### config.mk
export PLATFORM = sky130hd
export DESIGN_NAME = product_bcd_display_flat
export DESIGN_NICKNAME = d
export VERILOG_FILES = /design/src/rtl/product_bcd_display_if.sv /design/src/rtl/product_bcd_display.sv /design/src/flat_wrapper.sv
export SDC_FILE = /design/constraint.sdc
export NUM_CORES = 1
export LEC_CHECK = 0
export ABC_AREA = 0
export BUFFER_PORTS_ARGS = -buffer_cell sky130_fd_sc_hd__buf_4
export CORE_UTILIZATION = 60
export DETAILED_ROUTE_END_ITERATION = 12
export GPL_TIMING_DRIVEN = 0
export PLACE_DENSITY = 0.93
export SLEW_MARGIN = 30
export SYNTH_ARGS = -nofsm -noshare
export SYNTH_HDL_FRONTEND = slang
export SYNTH_SLANG_ARGS = --single-unit
### constraint.sdc
create_clock -name clk -period 6.7 [get_ports clk]
set_input_delay 0.67 -clock clk [delete_from_list [all_inputs] [get_ports clk]]
set_output_delay 0.67 -clock clk [all_outputs]
set_load 0.03 [all_outputs]
### src/rtl/product_bcd_display_if.sv
// -----------------------------------------------------------------------------
// product_bcd_display_if
//
// Groups the multiplier-facing signals of product_bcd_display.
//
//   product_in  [15:0]  unsigned 8x8 product presented by the multiplier
//   done_flag           multiplier completion flag; a rising edge requests capture
//   busy                high while a binary-to-BCD conversion is running
//   bcd_valid           one-clock pulse marking a freshly loaded bcd_out
//   bcd_out     [19:0]  five packed BCD digits, [3:0] = units
//
// master : the producer side (multiplier / testbench)
// slave  : the conversion block
// -----------------------------------------------------------------------------
interface product_bcd_display_if;
    logic [15:0] product_in;
    logic        done_flag;
    logic        busy;
    logic        bcd_valid;
    logic [19:0] bcd_out;

    modport master (
        output product_in,
        output done_flag,
        input  busy,
        input  bcd_valid,
        input  bcd_out
    );

    modport slave (
        input  product_in,
        input  done_flag,
        output busy,
        output bcd_valid,
        output bcd_out
    );
endinterface

### src/rtl/product_bcd_display.sv
// -----------------------------------------------------------------------------
// product_bcd_display
//
// Captures a 16-bit unsigned product on a rising edge of done_flag, converts it
// to five BCD digits with a sequential double-dabble (one shift per clock,
// 16 shifts), publishes the result on bcd_out with a one-clock bcd_valid pulse,
// and continuously multiplexes the digits onto a 5-digit 7-segment display
// with leading-zero blanking.
//
// Parameters
//   REFRESH_DIV  clocks each digit stays enabled before the scan advances
//                (2..65535)
//
// Ports
//   clk          rising-edge clock
//   reset_a      asynchronous active-low reset
//   bus          product_bcd_display_if.slave: product_in, done_flag (in);
//                busy, bcd_valid, bcd_out (out)
//   digit_en     active-low one-hot digit enables, bit i = BCD digit i
//   seg_a..seg_g active-high segments of the currently enabled digit
// -----------------------------------------------------------------------------
module product_bcd_display #(
    parameter int unsigned REFRESH_DIV = 16
) (
    input  logic                        clk,
    input  logic                        reset_a,
    product_bcd_display_if.slave        bus,
    output logic [4:0]                  digit_en,
    output logic                        seg_a,
    output logic                        seg_b,
    output logic                        seg_c,
    output logic                        seg_d,
    output logic                        seg_e,
    output logic                        seg_f,
    output logic                        seg_g
);

    localparam int CNT_W = (REFRESH_DIV > 1) ? $clog2(REFRESH_DIV) : 1;
    localparam logic [CNT_W-1:0] CNT_LAST = CNT_W'(REFRESH_DIV - 1);

    typedef enum logic [1:0] {
        IDLE    = 2'd0,
        CONVERT = 2'd1,
        UPDATE  = 2'd2
    } state_t;

    // -------------------------------------------------------------------------
    // Helper functions
    // -------------------------------------------------------------------------

    // Double-dabble correction: any BCD nibble that will reach 10 or more after
    // the next shift is pre-biased by 3 so the shift carries into the next digit.
    function automatic logic [19:0] dd_adjust(input logic [19:0] w);
        logic [19:0] r;
        r = w;
        for (int i = 0; i < 5; i++) begin
            if (w[i*4 +: 4] >= 4'd5) begin
                r[i*4 +: 4] = w[i*4 +: 4] + 4'd3;
            end
        end
        return r;
    endfunction

    // Segment pattern {a,b,c,d,e,f,g}; non-decimal nibbles stay dark.
    function automatic logic [6:0] seg_decode(input logic [3:0] d);
        logic [6:0] s;
        case (d)
            4'd0:    s = 7'b1111110;
            4'd1:    s = 7'b0110000;
            4'd2:    s = 7'b1101101;
            4'd3:    s = 7'b1111001;
            4'd4:    s = 7'b0110011;
            4'd5:    s = 7'b1011011;
            4'd6:    s = 7'b1011111;
            4'd7:    s = 7'b1110000;
            4'd8:    s = 7'b1111111;
            4'd9:    s = 7'b1111011;
            default: s = 7'b0000000;
        endcase
        return s;
    endfunction

    // -------------------------------------------------------------------------
    // Declarations
    // -------------------------------------------------------------------------
    state_t            state_q;
    state_t            state_d;

    logic              done_q;
    logic              done_rise;

    logic              capture;
    logic              shift_en;
    logic              finish;

    logic [3:0]        iter_q;
    logic [15:0]       operand_q;
    logic [19:0]       work_q;
    logic [35:0]       shifted;

    logic [19:0]       bcd_out_q;
    logic              bcd_valid_q;

    logic [CNT_W-1:0]  refresh_q;
    logic [2:0]        digit_idx_q;

    logic [3:0]        nibble;
    logic              blank;
    logic [6:0]        seg_bits;

    // -------------------------------------------------------------------------
    // Stage: done_flag edge detection
    // -------------------------------------------------------------------------
    // History resets to 0, so a done_flag already high at reset release is
    // seen as a rising edge on the first clock.
    always_ff @(posedge clk or negedge reset_a) begin
        if (!reset_a) begin
            done_q <= 1'b0;
        end else begin
            done_q <= bus.done_flag;
        end
    end

    assign done_rise = bus.done_flag & ~done_q;

    // -------------------------------------------------------------------------
    // Stage: control FSM
    // -------------------------------------------------------------------------
    always_ff @(posedge clk or negedge reset_a) begin
        if (!reset_a) begin
            state_q <= IDLE;
        end else begin
            state_q <= state_d;
        end
    end

    // Edges are only looked at in IDLE, so anything arriving while busy is
    // dropped rather than queued.
    always_comb begin
        state_d  = state_q;
        capture  = 1'b0;
        shift_en = 1'b0;
        finish   = 1'b0;
        case (state_q)
            IDLE: begin
                if (done_rise) begin
                    capture = 1'b1;
                    state_d = CONVERT;
                end
            end
            CONVERT: begin
                shift_en = 1'b1;
                if (iter_q == 4'd15) begin
                    state_d = UPDATE;
                end
            end
            UPDATE: begin
                finish  = 1'b1;
                state_d = IDLE;
            end
            default: begin
                state_d = IDLE;
            end
        endcase
    end

    assign bus.busy = (state_q != IDLE);

    // Shift count: cleared on capture, wraps back to 0 on the 16th shift.
    always_ff @(posedge clk or negedge reset_a) begin
        if (!reset_a) begin
            iter_q <= 4'd0;
        end else if (capture) begin
            iter_q <= 4'd0;
        end else if (shift_en) begin
            iter_q <= iter_q + 4'd1;
        end
    end

    // -------------------------------------------------------------------------
    // Stage: double-dabble datapath
    // -------------------------------------------------------------------------
    assign shifted = {dd_adjust(work_q), operand_q} << 1;

    // Pure data: no reset. Anything left here after an aborted conversion is
    // overwritten by the next capture and never reaches bcd_out.
    always_ff @(posedge clk) begin
        if (capture) begin
            operand_q <= bus.product_in;
            work_q    <= 20'd0;
        end else if (shift_en) begin
            operand_q <= shifted[15:0];
            work_q    <= shifted[35:16];
        end
    end

    // -------------------------------------------------------------------------
    // Stage: result register
    // -------------------------------------------------------------------------
    // bcd_out only changes in UPDATE, so the display never sees partial work.
    always_ff @(posedge clk or negedge reset_a) begin
        if (!reset_a) begin
            bcd_out_q   <= 20'd0;
            bcd_valid_q <= 1'b0;
        end else begin
            bcd_valid_q <= finish;
            if (finish) begin
                bcd_out_q <= work_q;
            end
        end
    end

    assign bus.bcd_out   = bcd_out_q;
    assign bus.bcd_valid = bcd_valid_q;

    // -------------------------------------------------------------------------
    // Stage: display scan
    // -------------------------------------------------------------------------
    // Free-running, independent of the conversion FSM.
    always_ff @(posedge clk or negedge reset_a) begin
        if (!reset_a) begin
            refresh_q   <= '0;
            digit_idx_q <= 3'd0;
        end else if (refresh_q == CNT_LAST) begin
            refresh_q   <= '0;
            digit_idx_q <= (digit_idx_q == 3'd4) ? 3'd0 : digit_idx_q + 3'd1;
        end else begin
            refresh_q   <= refresh_q + 1'b1;
        end
    end

    // A digit is blanked when it and every more significant digit are zero;
    // digit 0 is always shown so a zero result reads "0".
    always_comb begin
        nibble = 4'd0;
        blank  = 1'b1;
        case (digit_idx_q)
            3'd0: begin
                nibble = bcd_out_q[3:0];
                blank  = 1'b0;
            end
            3'd1: begin
                nibble = bcd_out_q[7:4];
                blank  = (bcd_out_q[19:4] == '0);
            end
            3'd2: begin
                nibble = bcd_out_q[11:8];
                blank  = (bcd_out_q[19:8] == '0);
            end
            3'd3: begin
                nibble = bcd_out_q[15:12];
                blank  = (bcd_out_q[19:12] == '0);
            end
            3'd4: begin
                nibble = bcd_out_q[19:16];
                blank  = (bcd_out_q[19:16] == '0);
            end
            default: begin
                nibble = 4'd0;
                blank  = 1'b1;
            end
        endcase
    end

    assign seg_bits = blank ? 7'b0000000 : seg_decode(nibble);
    assign {seg_a, seg_b, seg_c, seg_d, seg_e, seg_f, seg_g} = seg_bits;
    assign digit_en = ~(5'b00001 << digit_idx_q);

endmodule

### src/flat_wrapper.sv
// flat-port wrapper written by rule: the top's interface ports become plain ports
module product_bcd_display_flat 
#(
    parameter int unsigned REFRESH_DIV = 16
)
  (clk, reset_a, digit_en, seg_a, seg_b, seg_c, seg_d, seg_e, seg_f, seg_g, bus_product_in, bus_done_flag, bus_busy, bus_bcd_valid, bus_bcd_out);
  product_bcd_display_if bus_i ();
  input  logic clk;
  input  logic reset_a;
  output logic [4:0] digit_en;
  output logic seg_a;
  output logic seg_b;
  output logic seg_c;
  output logic seg_d;
  output logic seg_e;
  output logic seg_f;
  output logic seg_g;
  input wire logic [$bits(bus_i.product_in)-1:0] bus_product_in;
  input wire logic [$bits(bus_i.done_flag)-1:0] bus_done_flag;
  output wire logic [$bits(bus_i.busy)-1:0] bus_busy;
  output wire logic [$bits(bus_i.bcd_valid)-1:0] bus_bcd_valid;
  output wire logic [$bits(bus_i.bcd_out)-1:0] bus_bcd_out;
  assign bus_i.product_in = bus_product_in;
  assign bus_i.done_flag = bus_done_flag;
  assign bus_busy = bus_i.busy;
  assign bus_bcd_valid = bus_i.bcd_valid;
  assign bus_bcd_out = bus_i.bcd_out;
  product_bcd_display #(.REFRESH_DIV(REFRESH_DIV)) u_core (.clk(clk), .reset_a(reset_a), .bus(bus_i), .digit_en(digit_en), .seg_a(seg_a), .seg_b(seg_b), .seg_c(seg_c), .seg_d(seg_d), .seg_e(seg_e), .seg_f(seg_f), .seg_g(seg_g));
endmodule
* Word-level counts from Yosys, hierarchy flattened *
Memory sizes are Yosys's and may differ from the RTL's.
Index checks and enable logic that the tools add are counted.

word-level totals
  register bits after elaboration = 71
  memory bits (read-only) = 112
  input port bits = 19
  output and inout bits = 34
  logic and storage cells = 67
  memories = 1

cells by class
  $add $sub $neg = 8
  magnitude comparators = 5
  equality and inequality tests = 10
  shift operators = 1
  muxes and demuxes = 21
  bitwise operators = 3
  reductions and logical operators = 9

memory list
  memory           depth  width  read ports  clocked after Yosys merged registers in  write ports  RTL line                   source
  (no name shown)  16     7      1           0                                        0            product_bcd_display.sv:67  case (d)

operators by type and width
  kind                                                               count
  2-to-1 mux 16 bit                                                  2
  2-to-1 mux 4 bit                                                   7
  greater-or-equal comparator 4 x 3 -> 1 bit, second input constant  5
  one-hot mux 4 bit (5 select lines)                                 1
  adder 4 x 2 -> 4 bit, second input constant                        4
  zero test 16 bit                                                   1
  zero test 12 bit                                                   1
  adder 4 x 1 -> 4 bit, second input constant                        2
  equality test 4 bit, second input constant                         2
  zero test 8 bit                                                    1
  2-to-1 mux 7 bit                                                   1
  equality test 3 x 2 -> 1 bit, second input constant                2
  2-to-1 mux 3 bit                                                   2
  inverter 5 bit                                                     1
  one-hot mux 1 bit (5 select lines)                                 1
  left shift 1 x 3 -> 5 bit, first input constant                    1
  zero test 4 bit                                                    1
  2-to-1 mux 1 bit                                                   4
  2-to-1 mux 2 bit                                                   2
  inequality test 2 x 1 -> 1 bit, second input constant              2
  one-hot mux 2 bit (2 select lines)                                 1
  nonzero test 2 bit                                                 2
  adder 3 x 1 -> 3 bit, second input constant                        1
  adder 3 x 2 -> 3 bit, second input constant                        1
  9 further kinds                                                    9

* Longest topological paths before layout *
  depth in word-level cells = 5
  mapped depth = 11
  gate-level depth less buffers = 11

* Least setup slack after synthesis *
Ideal clock, no wire load.

  path type = reg2out
  start point = reg u_core.digit_idx_q[2]
  end point = out seg_a
  data arrival time = 2.670 ns
  required time = 6.030 ns
  setup slack = 3.360 ns
  stages on the path, launching flop included = 8
  path buffers = 1
  cells stage by stage = dfrtp_1 > buf_4 > inv_1 > ha_1 > and2_1 > a2111o_1 > a2111o_1 > a221oi_1

between the ends
  cells in the longest elaborated chain, start to end = 4
  elaborated cells between the ends (all ways) = 9
  those cells by class = 4 x eq/ne; 3 x mux; 1 x reduce/logical; 1 x memory

ends and longest elaborated chain
  element                                            RTL line                    source
  start: declaration                                 product_bcd_display.sv:105  logic [2:0] digit_idx_q;
  start signal: assignment                           product_bcd_display.sv:226  digit_idx_q <= (digit_idx_q == 3'd4) ? 3'd0 : digit_idx_q + 3'd1;
  equality test 3 bit, or another cell as far along  product_bcd_display.sv:237  case (digit_idx_q)
  one-hot mux 4 bit (5 select lines)                 product_bcd_display.sv:237
  memory read (16 x 7 bit)                           --
  2-to-1 mux 7 bit *                                 product_bcd_display.sv:265  assign seg_bits = blank ? 7'b0000000 : seg_decode(nibble);
  end: declaration                                   flat_wrapper.sv:11          output logic seg_a;

Every way passes the cells marked *; elsewhere a longest branch is shown, timed or not.

* Worst setup path in the final report *
  start point = reg u_core.digit_idx_q[2]
  end point = out seg_g

between the ends
  cells in the longest elaborated chain, start to end = 4
  elaborated cells between the ends (all ways) = 9
  those cells by class = 4 x eq/ne; 3 x mux; 1 x reduce/logical; 1 x memory

ends and longest elaborated chain
  element                                            RTL line                    source
  equality test 3 bit, or another cell as far along  product_bcd_display.sv:237
  one-hot mux 4 bit (5 select lines)                 product_bcd_display.sv:237
  memory read (16 x 7 bit)                           --
  2-to-1 mux 7 bit *                                 product_bcd_display.sv:265
  end: declaration                                   flat_wrapper.sv:17          output logic seg_g;

Marks and branches as above.

==> metrics.txt <==
Final GP Congestion 0.863; Crit. End Element primary output; placed insts 508; total wire length 8180 um; reg2reg end u_core.operand_q[12]; setup TNS 0 ns; fin crit period 3.72 ns; vias in the first global route 2,947; post-synthesis net count 426; dpl ws 3.41 ns; Unique masters post-synth 43; total gr overflow 0; Ys Warns 0; mapped cell area 3600 um^2; # DRC 0; Die Height 79.4 um; first-pass detailed-route iteration total 5; 1st-iter DRT viols 181; Post-DRT Antenna Nets 0; largest net degree at the start of global routing 36; die area 6310 um^2; R2R depth 4; CP startpoint kind register; Cells after Synth 384; num rows 27; clk root buf clkbuf_8; Slew headroom 0.441; GRT Util Overall 0.290; clk_skew 0.00675 ns; TritonCTS clock tree done; Power Total 1.93 mW; Reg2Reg Setup Slack 4.34 ns; worst-path maximum fanout 10; synth cell count leaders 76 x nand2_1, 38 x o21ai_0, 35 x dfrtp_1; Leak 1.98 nW; Setup Viol. Count Final 0; EDFF count, synth 16; unrepaired setup endpoints after global routing false; Diodes inserted 0; global-route wire length before repair 13,900 um; clock buffer depth 2; worst slew pin tran 0.818 ns; syn avg cell area 9.37 um^2; worst endpoint required time 6.03 ns; via density per instance 5.82; post-synth top area cell dfrtp_1; Main synth FF type dfrtp_1; Max-Cap Viols 0; Peak VDD IR 0.316 mV; Cell Count, Final, Fillers Out 524; H-tree levels 3; max-slew violations 0; Worst-Skew Late Latency 0.35 ns; Fmax 269 MHz; total CTS buffers 9; status completed; Synth top area share 0.243; Setup Fix Bufs, Post-CTS 0; Period Utilization, post-route 0.556; layout cells sized above 1 0.195; CP arrival 3.05 ns; Die X 79.4 um; Clock Sinks 71; largest cells by area after synthesis dfrtp_1 24%, edfxtp_1 13%, dfxtp_1 11%; IO Pins 53; cts-stage hold buffer count 0; Reg clk slew, reported paths 0.07 ns; Setup WS post-layout 2.98 ns; Core Util, Final 0.761; initial core utilization 0.638; hpwl dp 6080 um; r2r startpoint u_core.state_q[0]; Std-Cell Core Area 5640 um^2; post-cts resize count 0; initial antenna violation count 0; Power Density 449 nW/um^2; PortBufs 52; count leader, synth nand2_1; final-stage net count 489; synthesis-to-finish area growth 19.4%; post-synthesis sequential area ratio 0.488; Final Hold Vio Count 0; Synth Register Bits 71; hold crit path type input pin to async pin; Avg WL per Cell 15.6 um; WS Path Type register to primary output; async set or reset register ratio after synthesis 0.493; Via Count 3,051
per-stage QoR:
step	area [um^2]	hold WS, ns
finish	4300	0.261
CTS	4290	0.258
detailed placement	4080	0.441
global route	4300	0.287
global placement	4080	0.427
floorplan	3600	0.374
final cells by class:
type                    count  area [um^2]
clock buffers              10          128
plain buffers              14         56.3
multi-input cells         275         1700
well taps                  72         90.1
flip-flops and latches     71         1760
repair buffers             52          390
clock inverters             6         83.8
fillers                   373         1350
inverters                  24         90.1
power by group:
part           switching, mW  internal (mW)  leakage (nW)  total (mW)
sequential             0.131          0.626         0.761       0.757
clock                  0.158          0.209         0.110       0.367
combinational          0.496          0.310          1.11       0.806
total                  0.785           1.14          1.98        1.93
worst max-delay path: stages, from the launching register on:
cell      delay [ns]
dfrtp_1         0.48
buf_4           0.21
inv_1           0.08
ha_1            0.29
a222oi_1        0.40
and2_1          0.22
or2_2           0.16
inv_1           0.07
ha_1            0.20
inv_1           0.07
o21ai_0         0.11
a311oi_2        0.22
buf_4           0.20
cell families (layout without fill, tap and decap cells):
family                   after synthesis  count (layout)  share of synthesized area
AO/OA/AOI/OAI                         79              79                      0.132
XOR/XNOR                              10              10                     0.0243
adder cells (fa/ha/maj)               23              23                     0.0800
buffers and inverters                 38             106                     0.0407
flip-flops                            71              71                      0.488
multiplexers                          15              15                     0.0476
AND/OR/NAND/NOR                      148             148                      0.187
flip-flops by register name, indices dropped and copies added (netlist names):
signal,cells
u_core.done_q,1
u_core.work_q,20
u_core.digit_idx_q,3
u_core.operand_q,16
u_core.state_q,2
u_core.bus.bcd_out,20
u_core.iter_q,4
u_core.bus.bcd_valid,1
u_core.refresh_q,4
routing by layer:
metal / global-route usage / part of all wire / up-vias / routed length [um]
met3: 0.0457 / 0.043 / 18 / 354
met1: 0.361 / 0.43 / 1475 / 3530
met5: 0 / 0 / - / 0
met2: 0.486 / 0.51 / 105 / 4150
li1: - / - / 1453 / -
met4: 0.147 / 0.018 / 0 / 148
worst max path at each step:
stage	start	endpoint	slack, ns	cells after the start
after floorplan	u_core.digit_idx_q[2]	seg_a	3.36	7
after global placement	u_core.digit_idx_q[2]	seg_g	3.49	12
after detailed placement	u_core.digit_idx_q[2]	seg_g	3.41	12
after CTS	u_core.digit_idx_q[2]	seg_g	3.03	12
after global routing	u_core.digit_idx_q[2]	seg_g	2.88	12
final	u_core.digit_idx_q[2]	seg_g	2.98	12
cells in the final DEF (no fill, tap or decap), drive strengths merged, types with 3 or more instances in the layout:
cell type	Yosys	final
nand2	76	76
buf	2	54
o21ai	38	38
dfrtp	35	35
inv	24	25
nand3	23	23
ha	23	23
clkbuf	12	22
a21oi	21	21
dfxtp	20	20
nor2	18	18
edfxtp	16	16
mux2	14	14
nand2b	7	7
xor2	5	5
xnor2	5	5
and2	4	4
o32ai	4	4
nor2b	3	3
or2	3	3
nor4	3	3
clkinv	0	3
(Power assumes the default switching activity.)
